$ cat src/rtl/instr_exec_unit.sv
// Execution stage: single-cycle ALU ops plus an iterative restoring divider for DIV/MOD.
// Optional instr_count output port and counter enabled by defining EXEC_INSTR_COUNT_EN.
module instr_exec_unit #(
  parameter int unsigned OP_WIDTH  = 32,
  parameter int unsigned RES_WIDTH = 64
) (
  input  logic                 clk,
  input  logic                 reset_n,
  input  logic                 in_valid,
  output logic                 in_ready,
  input  logic [3:0]           in_opc,
  input  logic [OP_WIDTH-1:0]  in_op_a,
  input  logic [OP_WIDTH-1:0]  in_op_b,
  output logic                 out_valid,
  input  logic                 out_ready,
  output logic [RES_WIDTH-1:0] out_result,
  output logic [3:0]           out_opc,
  output logic                 out_err,
  output logic                 busy
`ifdef EXEC_INSTR_COUNT_EN
  ,
  output logic [31:0]          instr_count
`endif
);

  localparam int unsigned CNT_W = $clog2(OP_WIDTH);
  localparam int unsigned EXT_W = RES_WIDTH - OP_WIDTH;

  localparam logic [3:0] OPC_ZERO  = 4'd0;
  localparam logic [3:0] OPC_PASSA = 4'd1;
  localparam logic [3:0] OPC_PASSB = 4'd2;
  localparam logic [3:0] OPC_ADD   = 4'd3;
  localparam logic [3:0] OPC_SUB   = 4'd4;
  localparam logic [3:0] OPC_MULT  = 4'd5;
  localparam logic [3:0] OPC_DIV   = 4'd6;
  localparam logic [3:0] OPC_MOD   = 4'd7;

  typedef enum logic {IDLE, DIVIDE} state_t;

  state_t                state_q, state_d;
  logic                  out_valid_q, out_valid_d;
  logic [RES_WIDTH-1:0]  out_result_q, out_result_d;
  logic [3:0]            out_opc_q, out_opc_d;
  logic                  out_err_q, out_err_d;
  logic [OP_WIDTH-1:0]   rem_q, rem_d;
  logic [OP_WIDTH-1:0]   quo_q, quo_d;
  logic [OP_WIDTH-1:0]   dvs_q, dvs_d;
  logic [CNT_W-1:0]      cnt_q, cnt_d;
  logic                  q_neg_q, q_neg_d;
  logic                  r_neg_q, r_neg_d;
  logic [3:0]            div_opc_q, div_opc_d;

  logic                  accept;
  logic [RES_WIDTH-1:0]  ext_a, ext_b, alu_res, q_ext, r_ext;
  logic                  alu_err, alu_div;
  logic [OP_WIDTH-1:0]   a_mag, b_mag, rem_next, quo_next;
  logic [OP_WIDTH:0]     rem_shift, rem_sub;
  logic                  q_bit;

  assign in_ready   = (state_q == IDLE) && (!out_valid_q || out_ready);
  assign accept     = in_valid && in_ready;
  assign out_valid  = out_valid_q;
  assign out_result = out_result_q;
  assign out_opc    = out_opc_q;
  assign out_err    = out_err_q;
  assign busy       = (state_q == DIVIDE);

  assign ext_a = {{EXT_W{in_op_a[OP_WIDTH-1]}}, in_op_a};
  assign ext_b = {{EXT_W{in_op_b[OP_WIDTH-1]}}, in_op_b};
  assign a_mag = in_op_a[OP_WIDTH-1] ? (~in_op_a + OP_WIDTH'(1)) : in_op_a;
  assign b_mag = in_op_b[OP_WIDTH-1] ? (~in_op_b + OP_WIDTH'(1)) : in_op_b;

  // One restoring step: shift next dividend bit into the partial remainder, trial-subtract.
  assign rem_shift = {rem_q, quo_q[OP_WIDTH-1]};
  assign rem_sub   = rem_shift - {1'b0, dvs_q};
  assign q_bit     = !rem_sub[OP_WIDTH];
  assign rem_next  = q_bit ? rem_sub[OP_WIDTH-1:0] : rem_shift[OP_WIDTH-1:0];
  assign quo_next  = {quo_q[OP_WIDTH-2:0], q_bit};
  assign q_ext     = {{EXT_W{1'b0}}, quo_next};
  assign r_ext     = {{EXT_W{1'b0}}, rem_next};

  always_comb begin
    alu_res = '0;
    alu_err = 1'b0;
    alu_div = 1'b0;
    case (in_opc)
      OPC_ZERO:  alu_res = '0;
      OPC_PASSA: alu_res = ext_a;
      OPC_PASSB: alu_res = ext_b;
      OPC_ADD:   alu_res = ext_a + ext_b;
      OPC_SUB:   alu_res = ext_a - ext_b;
      OPC_MULT:  alu_res = ext_a * ext_b;
      OPC_DIV, OPC_MOD: begin
        if (in_op_b == '0) alu_err = 1'b1;
        else               alu_div = 1'b1;
      end
      default:   alu_err = 1'b1;
    endcase
  end

  always_comb begin
    state_d      = state_q;
    out_valid_d  = out_valid_q && !out_ready;
    out_result_d = out_result_q;
    out_opc_d    = out_opc_q;
    out_err_d    = out_err_q;
    rem_d        = rem_q;
    quo_d        = quo_q;
    dvs_d        = dvs_q;
    cnt_d        = cnt_q;
    q_neg_d      = q_neg_q;
    r_neg_d      = r_neg_q;
    div_opc_d    = div_opc_q;
    case (state_q)
      IDLE: begin
        if (accept) begin
          if (alu_div) begin
            state_d   = DIVIDE;
            rem_d     = '0;
            quo_d     = a_mag;
            dvs_d     = b_mag;
            cnt_d     = '0;
            q_neg_d   = in_op_a[OP_WIDTH-1] ^ in_op_b[OP_WIDTH-1];
            r_neg_d   = in_op_a[OP_WIDTH-1];
            div_opc_d = in_opc;
          end else begin
            out_valid_d  = 1'b1;
            out_result_d = alu_res;
            out_opc_d    = in_opc;
            out_err_d    = alu_err;
          end
        end
      end
      DIVIDE: begin
        rem_d = rem_next;
        quo_d = quo_next;
        cnt_d = cnt_q + CNT_W'(1);
        // Last step: apply signs (quotient toward zero, remainder follows dividend).
        if (cnt_q == CNT_W'(OP_WIDTH - 1)) begin
          state_d     = IDLE;
          out_valid_d = 1'b1;
          out_opc_d   = div_opc_q;
          out_err_d   = 1'b0;
          if (div_opc_q == OPC_MOD)
            out_result_d = r_neg_q ? (~r_ext + RES_WIDTH'(1)) : r_ext;
          else
            out_result_d = q_neg_q ? (~q_ext + RES_WIDTH'(1)) : q_ext;
        end
      end
      default: state_d = IDLE;
    endcase
  end

  always_ff @(posedge clk or negedge reset_n) begin
    if (!reset_n) begin
      state_q      <= IDLE;
      out_valid_q  <= 1'b0;
      out_result_q <= '0;
      out_opc_q    <= '0;
      out_err_q    <= 1'b0;
      rem_q        <= '0;
      quo_q        <= '0;
      dvs_q        <= '0;
      cnt_q        <= '0;
      q_neg_q      <= 1'b0;
      r_neg_q      <= 1'b0;
      div_opc_q    <= '0;
    end else begin
      state_q      <= state_d;
      out_valid_q  <= out_valid_d;
      out_result_q <= out_result_d;
      out_opc_q    <= out_opc_d;
      out_err_q    <= out_err_d;
      rem_q        <= rem_d;
      quo_q        <= quo_d;
      dvs_q        <= dvs_d;
      cnt_q        <= cnt_d;
      q_neg_q      <= q_neg_d;
      r_neg_q      <= r_neg_d;
      div_opc_q    <= div_opc_d;
    end
  end

`ifdef EXEC_INSTR_COUNT_EN
  logic [31:0] instr_count_q, instr_count_d;

  // Counts every output handshake, error results included; wraps naturally.
  always_comb begin
    instr_count_d = instr_count_q;
    if (out_valid_q && out_ready) instr_count_d = instr_count_q + 32'd1;
  end

  always_ff @(posedge clk or negedge reset_n) begin
    if (!reset_n) instr_count_q <= '0;
    else          instr_count_q <= instr_count_d;
  end

  assign instr_count = instr_count_q;
`endif

endmodule
$ cat config.mk
export PLATFORM = sky130hd
export DESIGN_NAME = instr_exec_unit
export DESIGN_NICKNAME = d
export VERILOG_FILES = /design/src/rtl/instr_exec_unit.sv
export SDC_FILE = /design/constraint.sdc
export NUM_CORES = 2
export LEC_CHECK = 0
export ABC_AREA = 1
export CAP_MARGIN = 25
export CORE_MARGIN = 2
export CORE_UTILIZATION = 35
export DETAILED_ROUTE_END_ITERATION = 7
export MAX_ROUTING_LAYER = met4
export PLACE_DENSITY = 0.57
export SKIP_CTS_REPAIR_TIMING = 1
export SLEW_MARGIN = 30
export SYNTH_ARGS = -nofsm -noshare
export SYNTH_HDL_FRONTEND = slang
export SYNTH_SLANG_ARGS = --single-unit
export TNS_END_PERCENT = 10
$ cat constraint.sdc
create_clock -name clk -period 5.3 [get_ports clk]
set_clock_uncertainty 0.1 [all_clocks]
set_input_delay 1.06 -clock clk [delete_from_list [all_inputs] [get_ports clk]]
set_output_delay 1.06 -clock clk [all_outputs]
set_load 0.1 [all_outputs]
-- Yosys cells after proc, flatten, opt, wreduce, memory -nomap -nowiden
Cells that the tools add are included.
- multiplexer cells: 40
- bitwise gates (word level): 6
- reduce and logical (&&, ||, !) cells: 14
- $mul: 1
- add/subtract/negate cells: 8
- equality and inequality tests: 13
- operator list (operator ; count):
    $mux W64 ; 6
    $pmux W64 S5 ; 1
    $mux W32 ; 7
    $add A64 B1 Y64 const B ; 2
    $not A32 Y64 ; 2
    $pmux W32 S2 ; 2
    $pmux W64 S2 ; 1
    $add A32 B1 Y32 const B ; 2
    $mul A32 B32 Y64 ; 1
    $not A32 Y32 ; 2
    $add A32 B32 Y33 ; 1
    $sub A32 B32 Y33 ; 1
    $sub A33 B32 Y33 ; 1
    $logic_not A32 Y1 ; 1
    $eq A4 B3 Y1 const B ; 5
    $mux W1 ; 12
    $mux W4 ; 3
    $mux W5 ; 2
    $pmux W5 S2 ; 1
    $eq A4 B2 Y1 const B ; 2
    $pmux W1 S2 ; 4
    $pmux W4 S2 ; 1
    $ne A2 B2 Y1 const B ; 3
    $reduce_and A3 Y1 ; 2
    other kinds (13) ; 17
- logic and storage cells: 94
- output and inout port bits: 72
- input bits: 72
- register bits after elaboration: 178

-- Longest topological paths before layout
- depth after elaboration: 8
- depth in mapped cells: 39

-- Least setup slack after synthesis
Ideal clock, no wire load.
- path kind: input-to-reg
- start: in in_op_a[31]
- end: reg out_result_q[63] (netlist: out_result[63])
- stages on the path: 30
- data arrival time: 8315 ps
- setup time: 84 ps
- required time: 5116 ps
- setup slack: -3199 ps
- cells stage by stage: clkbuf_1 > buf_1 > nand2_1 > inv_1 > fa_1 > inv_1 > fa_1 > inv_1 > fa_1 > fa_1 > inv_1 > fa_1 > inv_1 > fa_1 > inv_1 > fa_1 > inv_1 > fa_1 > ha_1 > a21oi_1 > o21ai_0 > and2_1 > nor4_1 > a21boi_0 > a31oi_1 > a21oi_1 > o21ai_0 > nand2_1 > nand2_1 > a21boi_0
- longest elaborated chain between the ends: 5
- elaborated cells on any way between the ends: 7
- classes of those cells: add/sub: 2; mul: 1; mux: 4
- RTL lines (what ; RTL line ; text):
    start, declared ; 12 ; input logic [OP_WIDTH-1:0] in_op_a,
    $mul A32 B32 Y64 (tied with other cells) ; 92 ; OPC_MULT: alu_res = ext_a * ext_b;
    $pmux W64 S5 (*) ; 86 ; case (in_opc)
    $mux W64 (*) ; 117 ; if (alu_div) begin
    $mux W64 (*) ; 116 ; if (accept) begin
    $pmux W64 S2 (*) ; 114 ; case (state_q)
    end signal, assigned ; 171 ; out_result_q <= out_result_d;
    end, declared ; 42 ; logic [RES_WIDTH-1:0] out_result_q, out_result_d;
Mark *: on every way between the ends. The rest lies on a longest branch, timed or not. The select of a mux whose other input is x is not followed.
A chain may end at the register's enable or synchronous reset.

-- Worst setup path after layout
- start: in in_op_b[11]
- end: reg out_result_q[30] (netlist: out_result[30])
- longest elaborated chain between the ends: 5
- elaborated cells on any way between the ends: 12
- classes of those cells: add/sub: 2; mul: 1; eq/ne: 1; mux: 6; reduce/logical: 2
- RTL lines (what ; RTL line ; text):
    start, declared ; 13 ; input logic [OP_WIDTH-1:0] in_op_b,
    $mul A32 B32 Y64 (tied with other cells) ; 92 ;
    $pmux W64 S5 / $mux W1 (equally long branches) ; 86, 94 ;
    $mux W64 / $mux W1 (equally long branches) ; 117, 86 ;
    $mux W64 / $ne A2 B2 Y1 (equally long branches) ; - ;
    $pmux W64 S2 / $reduce_and A3 Y1 (equally long branches) ; - ;
Parallel ways exist; a longest one is shown, timed or not. The select of a mux whose other input is x is not followed.

==> flow_metrics.env <==
export IMPL_run_status="finished with violations"
export IMPL_violated_checks="setup timing"
export IMPL_synth_compound_gate_area_share_pct=9.36
export IMPL_timing_final_max_slew_violations=0
export IMPL_die_span_x_um=403
export IMPL_worst_slew_margin_rel_pct=30.2
export IMPL_port_buffers=143
export IMPL_period_needed_ns=8.02
export IMPL_grt_max_degree=92
export IMPL_initial_standard_cell_utilization_of_the_core_pct=35.3
export IMPL_path_class="in2reg"
export IMPL_grt_most_used_layer="met2"
export IMPL_postSynth_topFlopCell="sky130_fd_sc_hd__dfrtp_1"
export IMPL_hold_violations=0
export IMPL_synth_adder_area_share_pct=45.4
export IMPL_ctsRootBufferMaster="sky130_fd_sc_hd__clkbuf_16"
export IMPL_path_clk_slew_ns=0.08
export IMPL_cp_startpoint="in_op_b[11]"
export IMPL_max_cap_violations=0
export IMPL_worst_r2r_startpoint="quo_q[31]"
export IMPL_layout_cells_non_filler=10351
export IMPL_use_met3_pct=2.39
export IMPL_post_route_util_pct=43.1
export IMPL_tritoncts="yes"
export IMPL_finalSetupViolCount=58
export IMPL_antenna_violating_nets_post_route=0
export IMPL_synth_warnings=0
export IMPL_detailed_place_hpwl_um=178000
export IMPL_global_route_usage_met2_pct=42.4
export IMPL_worstPathArrival_ns=8.27
export IMPL_start_kind="input port"
export IMPL_layout_area_overhead_vs_synth_pct=22.3
export IMPL_dr_first_iter_drc_count=4059
export IMPL_antenna_violations_before_repair=6
export IMPL_finalWeightedCongestion=0.966
export IMPL_average_footprint_of_a_synthesized_cell_sq_um=7.33
export IMPL_final_area_sq_um=68300
export IMPL_synth_edf_count=0
export IMPL_totalNegativeSetupSlack_ns=-128.30
export IMPL_core_area_sq_um=158000
export IMPL_worst_path_largest_cell_delay_ns=0.57
export IMPL_cpMostUsedCell="sky130_fd_sc_hd__fa_1"
export IMPL_routedWlPerCell_um=20.5
export IMPL_synth_ff_latch_count=178
export IMPL_met1_usage_in_global_routing_pct=35.6
export IMPL_postSynth_asyncResetShare_pct=100
export IMPL_grt_setup_unrepaired="yes"
export IMPL_detail_route_first_pass_iterations=6
export IMPL_layout_drive_gt1_share_pct=16.8
export IMPL_post_synth_num_cell_types=65
export IMPL_synthCells=7613
export IMPL_ys_seq_area_share_pct=7.98
export IMPL_fin_ws_ns=-2.72
export IMPL_syn_cell_area_sq_um=55800
export IMPL_row_count=146
export IMPL_first_global_vias=53373
export IMPL_clock_insertion_delay_worst_skew_ns=0.48
export IMPL_total_number_of_vias=51474
export IMPL_number_of_placed_instances_with_taps_included=10259
export IMPL_nets=9707
export IMPL_post_route_period_util_pct=151
export IMPL_synthXorXnorAreaFrac_pct=1.51
export IMPL_height_of_the_die_um=403
export IMPL_critPathMaxFanout=23
export IMPL_hold_start="out_err"
export IMPL_grt_pass1_wl_um=320000
export IMPL_tritoncts_num_buffers=17
export IMPL_worstMarginPinSlew_ns=1.04
export IMPL_io_pin_count=144
export IMPL_fillerInstances=16049
export IMPL_synth_fp_nets=9059
export IMPL_cp_data_required_time_ns=5.56
export IMPL_synth_top_family_by_area="adder cells"
export IMPL_placedInstanceArea_sq_um=65200
export IMPL_routed_via_density=4.97
export IMPL_cts_htree_levels=4
export IMPL_drt_total_wl_um=213000
export IMPL_numClockSinks=178
export IMPL_worstHoldPathType="reg2reg"
export IMPL_worstSetupEndpointType="register"
export IMPL_reg2reg_setup_slack_ns=0.46
export IMPL_grt_overflow=0
export IMPL_synth_area_mux_share_pct=0
export IMPL_max_clock_path_buffers=2
export IMPL_die_area_sq_um=163000
export IMPL_groute_usage_overall_pct=26.4
export IMPL_synthSimpleGateAreaFrac_pct=19.9
export IMPL_remaining_drc_errors=0
export IMPL_critical_path_slowest_cell="sky130_fd_sc_hd__fa_1"
export IMPL_maximum_achievable_frequency_mhz=125
-- critical path: cells and delay by family --
kind            cells  cell delay, ns
simple gates        6            1.05
fa+ha+maj           9            4.45
compound gates      5            0.59
buf+inv             9            1.06
-- sequential cells by signal (all words and copies together) (netlist names) --
name,flops
cnt_q,5
out_opc,4
quo_q,32
out_result,64
out_valid,1
busy,1
r_neg_q,1
out_err,1
rem_q,32
q_neg_q,1
dvs_q,32
div_opc_q,4
-- layer usage --
layer  routed length, um  vias up
li1                    -    23770
met1               93900    25738
met2               97700     1670
met3               14100      296
met4                6900        0
met5                   0        -
-- logic make-up after synthesis --
group / after synthesis
compound gates: 905
fa+ha+maj: 1374
flops: 178
buf+inv: 2334
xor+xnor: 96
simple gates: 2726
-- stage by stage --
stage	hold slack, ns	setup slack (ns)
6_report	0.388	-2.72
5_1_grt	0.411	-2.83
4_1_cts	0.387	-3.40
3_5_place_dp	0.365	-3.86
3_3_place_gp	0.364	-3.85
2_1_floorplan	0.346	-2.67
-- final timing paths --
path                                  end  cells after the start
max                        out_result[30]                     29
max in group asynchronous            busy                      2
min                               out_err                      2
min reg2reg                       out_err                      2
min in group asynchronous        rem_q[0]                      1
max reg2reg                out_result[31]                     27
-- placed cells by master (no fill, tap or decap), drive strengths merged, types with 4 or more instances in the layout --
| master | count |
|---|---|
| a211oi | 6 |
| a21boi | 22 |
| a21o | 26 |
| a21oi | 307 |
| a221oi | 7 |
| a2bb2oi | 7 |
| a31oi | 41 |
| buf | 897 |
| clkbuf | 44 |
| clkdlybuf4s50 | 74 |
| clkinv | 12 |
| dfrtp | 178 |
| diode | 5 |
| dlymetal6s2s | 4 |
| fa | 1085 |
| ha | 289 |
| inv | 1962 |
| nand2 | 2007 |
| nand3 | 185 |
| nand3b | 11 |
| nand4 | 49 |
| nor2 | 348 |
| nor3 | 64 |
| nor4 | 14 |
| o2111ai | 10 |
| o211ai | 15 |
| o21a | 15 |
| o21ai | 342 |
| o21bai | 15 |
| o221ai | 35 |
| o22ai | 35 |
| o31ai | 8 |
| or2 | 39 |
| xnor2 | 25 |
| xor2 | 71 |
-- synth_stat cells (5+ instances only) --
library cell / n / area (sq um)
sky130_fd_sc_hd__a211oi_1: 6 / 45.0
sky130_fd_sc_hd__a21boi_0: 11 / 82.6
sky130_fd_sc_hd__a21boi_1: 11 / 82.6
sky130_fd_sc_hd__a21o_1: 26 / 195
sky130_fd_sc_hd__a21oi_1: 302 / 1510
sky130_fd_sc_hd__a221oi_1: 7 / 61.3
sky130_fd_sc_hd__a2bb2oi_1: 7 / 61.3
sky130_fd_sc_hd__a31oi_1: 41 / 257
sky130_fd_sc_hd__buf_1: 26 / 97.6
sky130_fd_sc_hd__buf_2: 8 / 40.0
sky130_fd_sc_hd__clkbuf_1: 330 / 1240
sky130_fd_sc_hd__clkinv_1: 5 / 18.8
sky130_fd_sc_hd__dfrtp_1: 178 / 4450
sky130_fd_sc_hd__fa_1: 1085 / 21700
sky130_fd_sc_hd__ha_1: 289 / 3620
sky130_fd_sc_hd__inv_1: 1953 / 7330
sky130_fd_sc_hd__nand2_1: 1951 / 7320
sky130_fd_sc_hd__nand2_2: 47 / 294
sky130_fd_sc_hd__nand2_4: 8 / 90.1
sky130_fd_sc_hd__nand3_1: 183 / 916
sky130_fd_sc_hd__nand3b_1: 11 / 82.6
sky130_fd_sc_hd__nand4_1: 48 / 300
sky130_fd_sc_hd__nor2_1: 339 / 1270
sky130_fd_sc_hd__nor2_2: 7 / 43.8
sky130_fd_sc_hd__nor3_1: 62 / 310
sky130_fd_sc_hd__nor4_1: 14 / 87.6
sky130_fd_sc_hd__o2111ai_1: 10 / 87.6
sky130_fd_sc_hd__o211ai_1: 15 / 113
sky130_fd_sc_hd__o21a_1: 15 / 113
sky130_fd_sc_hd__o21ai_0: 317 / 1590
sky130_fd_sc_hd__o21ai_1: 16 / 80.1
sky130_fd_sc_hd__o21ai_2: 9 / 78.8
sky130_fd_sc_hd__o21bai_1: 15 / 113
sky130_fd_sc_hd__o221ai_1: 35 / 307
sky130_fd_sc_hd__o22ai_1: 35 / 219
sky130_fd_sc_hd__o31ai_1: 8 / 60.1
sky130_fd_sc_hd__or2_2: 39 / 244
sky130_fd_sc_hd__xnor2_1: 25 / 219
sky130_fd_sc_hd__xor2_1: 71 / 622
-- layout make-up --
cell class | instances | area, sq um | share of cell area (%)
Clock buffer | 18 | 429 | 0.629
Clock inverter | 14 | 163 | 0.238
Tap cell | 2072 | 2590 | 3.80
Sequential cell | 178 | 4460 | 6.53
Timing Repair Buffer | 1001 | 9180 | 13.4
Inverter | 1962 | 7370 | 10.8
Antenna cell | 5 | 12.5 | 0.0183
Multi-Input combinational cell | 5101 | 44100 | 64.5
Power is left out: the tool's default activity adds up to more than one toggle a clock period on the data nets, which glitch-free logic cannot reach.
